$ cat src/rtl/rslatch_driver.sv
// Clocked write controller for an external RS latch: pulses s/r/en, then verifies q/nq through a synchronizer.
// Optional RSLATCH_DRV_SKIP_EN: requests already matching the synchronized readback complete without driving.
module rslatch_driver #(
   parameter int PULSE_W     = 4,
   parameter int TIMEOUT     = 16,
   parameter int SYNC_STAGES = 2
) (
   input  logic clk,
   input  logic rst_n,
   input  logic req_valid,
   output logic req_ready,
   input  logic req_val,
   output logic s,
   output logic r,
   output logic en,
   input  logic q_in,
   input  logic nq_in,
   output logic done,
   output logic err,
   output logic q_sync
);

   localparam int CMAX = (PULSE_W > TIMEOUT) ? PULSE_W : TIMEOUT;
   localparam int CW   = $clog2(CMAX) + 1;
   localparam logic [CW-1:0] C_PULSE  = CW'(PULSE_W - 1);
   localparam logic [CW-1:0] C_TMO    = CW'(TIMEOUT - 1);
   localparam logic [CW-1:0] C_SETTLE = CW'(SYNC_STAGES - 1);
   localparam logic [CW-1:0] C_SAT    = {CW{1'b1}};

   typedef enum logic [1:0] {IDLE, DRIVE, WAIT} state_t;

   state_t                 r_state, w_nstate;
   logic [CW-1:0]          r_cnt, w_cnt_nxt, w_cnt_inc;
   logic                   r_tgt, w_tgt_nxt;
   logic [SYNC_STAGES-1:0] r_qs, r_nqs;
   logic                   w_qs, w_nqs, w_match, w_settled, w_tmo;
   logic                   w_s_nxt, w_r_nxt, w_en_nxt, w_done_nxt, w_err_nxt, w_ready_nxt;

   assign w_qs      = r_qs[SYNC_STAGES-1];
   assign w_nqs     = r_nqs[SYNC_STAGES-1];
   assign q_sync    = w_qs;
   assign w_match   = (w_qs == r_tgt) && (w_nqs == ~r_tgt);
   assign w_cnt_inc = (r_cnt == C_SAT) ? r_cnt : r_cnt + CW'(1);
   assign w_tmo     = (r_cnt == C_TMO);
   // Early WAIT samples may still carry values captured while the pulse was active.
   assign w_settled = (r_cnt >= C_SETTLE);

   always_comb begin
      w_nstate   = r_state;
      w_cnt_nxt  = r_cnt;
      w_tgt_nxt  = r_tgt;
      w_s_nxt    = 1'b0;
      w_r_nxt    = 1'b0;
      w_en_nxt   = 1'b0;
      w_done_nxt = 1'b0;
      w_err_nxt  = 1'b0;
      case (r_state)
         IDLE: begin
            if (req_valid && req_ready) begin
`ifdef RSLATCH_DRV_SKIP_EN
               if ((w_qs == req_val) && (w_nqs == ~req_val)) begin
                  w_done_nxt = 1'b1;
               end else begin
                  w_tgt_nxt = req_val;
                  w_cnt_nxt = '0;
                  w_nstate  = DRIVE;
                  w_s_nxt   = req_val;
                  w_r_nxt   = ~req_val;
                  w_en_nxt  = 1'b1;
               end
`else
               w_tgt_nxt = req_val;
               w_cnt_nxt = '0;
               w_nstate  = DRIVE;
               w_s_nxt   = req_val;
               w_r_nxt   = ~req_val;
               w_en_nxt  = 1'b1;
`endif
            end
         end
         DRIVE: begin
            if (r_cnt == C_PULSE) begin
               w_cnt_nxt = '0;
               w_nstate  = WAIT;
            end else begin
               w_cnt_nxt = w_cnt_inc;
               w_s_nxt   = r_tgt;
               w_r_nxt   = ~r_tgt;
               w_en_nxt  = 1'b1;
            end
         end
         WAIT: begin
            // A match on the timeout cycle still counts as success.
            if (w_match && (w_settled || w_tmo)) begin
               w_done_nxt = 1'b1;
               w_cnt_nxt  = '0;
               w_nstate   = IDLE;
            end else if (w_tmo) begin
               w_err_nxt  = 1'b1;
               w_cnt_nxt  = '0;
               w_nstate   = IDLE;
            end else begin
               w_cnt_nxt  = w_cnt_inc;
            end
         end
         default: begin
            w_cnt_nxt = '0;
            w_nstate  = IDLE;
         end
      endcase
      w_ready_nxt = (w_nstate == IDLE);
   end

   always_ff @(posedge clk or negedge rst_n) begin
      if (!rst_n) begin
         r_state   <= IDLE;
         r_cnt     <= '0;
         r_tgt     <= 1'b0;
         r_qs      <= '0;
         r_nqs     <= '0;
         s         <= 1'b0;
         r         <= 1'b0;
         en        <= 1'b0;
         done      <= 1'b0;
         err       <= 1'b0;
         req_ready <= 1'b0;
      end else begin
         r_state   <= w_nstate;
         r_cnt     <= w_cnt_nxt;
         r_tgt     <= w_tgt_nxt;
         r_qs      <= {r_qs[SYNC_STAGES-2:0], q_in};
         r_nqs     <= {r_nqs[SYNC_STAGES-2:0], nq_in};
         s         <= w_s_nxt;
         r         <= w_r_nxt;
         en        <= w_en_nxt;
         done      <= w_done_nxt;
         err       <= w_err_nxt;
         req_ready <= w_ready_nxt;
      end
   end

endmodule
$ cat config.mk
export PLATFORM = sky130hd
export DESIGN_NAME = rslatch_driver
export DESIGN_NICKNAME = d
export VERILOG_FILES = /design/src/rtl/rslatch_driver.sv
export SDC_FILE = /design/constraint.sdc
export NUM_CORES = 1
export LEC_CHECK = 0
export CAP_MARGIN = 25
export CELL_PAD_IN_SITES_DETAIL_PLACEMENT = 1
export CELL_PAD_IN_SITES_GLOBAL_PLACEMENT = 1
export CORE_ASPECT_RATIO = 1.5
export CORE_MARGIN = 3
export CORE_UTILIZATION = 41
export CTS_CLUSTER_SIZE = 16
export DETAILED_ROUTE_END_ITERATION = 10
export GPL_TIMING_DRIVEN = 0
export HOLD_SLACK_MARGIN = 0.1
export PLACE_DENSITY_LB_ADDON = 0.12
export SLEW_MARGIN = 25
export SYNTH_ARGS = -nofsm -noshare
export SYNTH_HDL_FRONTEND = slang
export SYNTH_SLANG_ARGS = --single-unit
$ cat constraint.sdc
create_clock -name clk -period 2.1 [get_ports clk]
set_input_delay 0.42 -clock clk [delete_from_list [all_inputs] [get_ports clk]]
set_output_delay 0.42 -clock clk [all_outputs]
set_load 0.01 [all_outputs]
==> results.yml <==
detailed_routing:
  drc_errors: 0
  routedWlPerCell_um: 16.0
  via_count: 732
  ant_nets: 0
  totalWireLength_um: 2070
  drtIter0Drc: 19
  first_pass_iters: 4
  vias_per_cell: 5.67
floorplan:
  io_pins: 13
  die_area_um2: 2900
  fp.dieH_um: 64.5
  initial_core_util_pct: 44.5
  core_um2: 2100
  rows: 20
  die_x_um: 45.0
setup_path:
  crit_required_ps: 2310
  cp.arrival_ps: 1960
  path_max_fanout: 6
  end_kind: "flop"
  start_kind: "flop"
  critPathLaunch: "r_cnt[0]"
  worstReg2RegStart: "r_cnt[0]"
  crit_type: "reg2reg"
timing:
  fin_skew_ps: 3.83
  period_needed_ps: 1750
  slew_violations: 0
  worst_slew_pin_slew_ps: 791
  tns_ps: 0
  final_hold_viol_count: 0
  final.period_utilization_pct: 83.3
  max_freq_mhz: 571
  rsz0062_at_grt: "false"
  setup_viol: 0
  slew_headroom_pct: 47.1
placed_design:
  place_area_um2: 1080
  place.gp.congestion: 0.828
  portBuffers: 12
  hpwl_um: 1630
final_layout:
  syn2layout_area_growth_pct: 19.7
  diodes: 0
  drive_gt1_share_pct: 10.3
  stdcell_area_um2: 1120
  final_nets: 120
logic_synthesis:
  yosysTopAreaCell: "dfrtp_1"
  yosys_warnings: 0
  yosys.cell_count.top_type: "nand2_1"
  synth_top_area_share_pct: 48.2
  synthCells: 91
  ys_ff_latch: 18
  yosysSeqAreaShare_pct: 48.2
  ys.flop_type: "dfrtp_1"
  synthDistinctLibCells: 30
  async_reset_ff_share_pct: 100
  netlist_area_um2: 935
  synthTopCellsByCount: "nand2_1, dfrtp_1, ha_1, o21ai_0, inv_1"
  syn_nets: 103
  synth_edf_count: 0
  avgSynthCellArea_um2: 10.3
  ys_top_cells_by_area: "dfrtp_1, ha_1, nand2_1"
clock_network:
  path_clk_slew_ps: 110
  clock_path_buffers: 2
  cts_setup_buffers: 0
  ctsResizeCount: 0
  cts_root_buf: "clkbuf_4"
  ctsHoldBuffers: 0
  cts_max_level: 1
  clock_latency_ps: 310
  cts_tree: "yes"
  cts.sinks: 18
  cts_buffers: 3
global_route:
  grt_pass1_vias: 793
  grt_max_degree: 19
  antenna_found_initial: 0
  grt_usage_pct: 16.5
  grt_pass1_wl_um: 3510
  globalRouteOverflowTotal: 0
power:
  p_per_area_nw_per_um2: 1040
  p_leak_uw: 0.000496
  vdd_drop_max_mv: 0.480
status:
  status: "finished, final reports clean"
worst_hold_path:
  min-delay-start: "r_qs[0]"
  hold_path_class: "reg2reg"
flow_run:
  cap_violations: 0
-- worst max-delay path, stage by stage (launching register included) --
cell and delay [ps]:
dfrtp_1 450, ha_1 270, nor4b_4 310, nor2b_1 110
o32a_1 370, nor2b_4 130
-- flip-flops by register name, indices dropped and copies added, names as in the netlist --
signal and count:
done 1, req_ready 1, r_nqs 2, err 1
r_state 2, r_tgt 1, s 1, r_qs 2
en 1, r 1, r_cnt 5
-- routing by layer --
| layer | vias up | track usage [%] | part of all wire (%) |
|---|---|---|---|
| met3 | 7 | 2.78 | 3.2 |
| li1 | 355 | - | - |
| met1 | 354 | 18.4 | 40 |
| met2 | 16 | 27.7 | 54 |
| met5 | - | 0 | 0 |
| met4 | 0 | 10.6 | 3.4 |
-- where the power goes --
part | switching, uW | internal [uW]
logic | 252 | 205
clock network | 116 | 106
registers | 61.8 | 417
total | 431 | 728
-- through the flow --
stage / std cells / utilization (%) / setup slack [ps] / power [uW] / hold slack (ps)
finish: 129 / 53.2 / 350 / 1160 / 362
global route: 129 / 53.2 / 200 / 1250 / 376
CTS: 129 / 53.2 / 336 / 1180 / 365
detailed placement: 125 / 51.5 / 359 / 953 / 339
global placement: 125 / 51.5 / 349 / 935 / 338
floorplan: 91 / - / 560 / 768 / 124
-- cell families after synthesis --
| kind of cell | Yosys count | synth area share (%) |
|---|---|---|
| simple gates | 39 | 23.2 |
| compound gates | 23 | 17.8 |
| flops | 18 | 48.2 |
| fa+ha+maj | 6 | 8.03 |
| buf+inv | 5 | 2.81 |
-- cell usage in the layout, fill, tap and decap left out, types with 2 or more instances in the layout --
master / count
nand2_1: 20
dfrtp_1: 18
clkdlybuf4s50_1: 12
o21ai_0: 6
ha_1: 6
inv_1: 4
and3_1: 3
nor2b_1: 3
a21oi_1: 3
clkbuf_4: 3
nand3_1: 2
nand2b_1: 2
nor3_1: 2
nand4b_1: 2
a21oi_2: 2
o31ai_1: 2
-- layout make-up --
cell class / count / area [um^2]
buffer: 1 / 11.3
clock buffer: 4 / 36.3
fill: 238 / 983
inverter: 4 / 15.0
multi-input combinational: 68 / 458
sequential: 18 / 450
tap: 22 / 27.5
timing repair buffer: 12 / 120
-- final timing paths --
kind,end,slack [ps],depth (start not counted)
min in group asynchronous,r_tgt,560,1
max,r_state[0],350,5
max in group asynchronous,done,1050,1
max reg2reg,r_state[0],350,5
min,r_qs[1],360,0
min reg2reg,r_qs[1],360,0
Power figures use the tool's default switching activity.
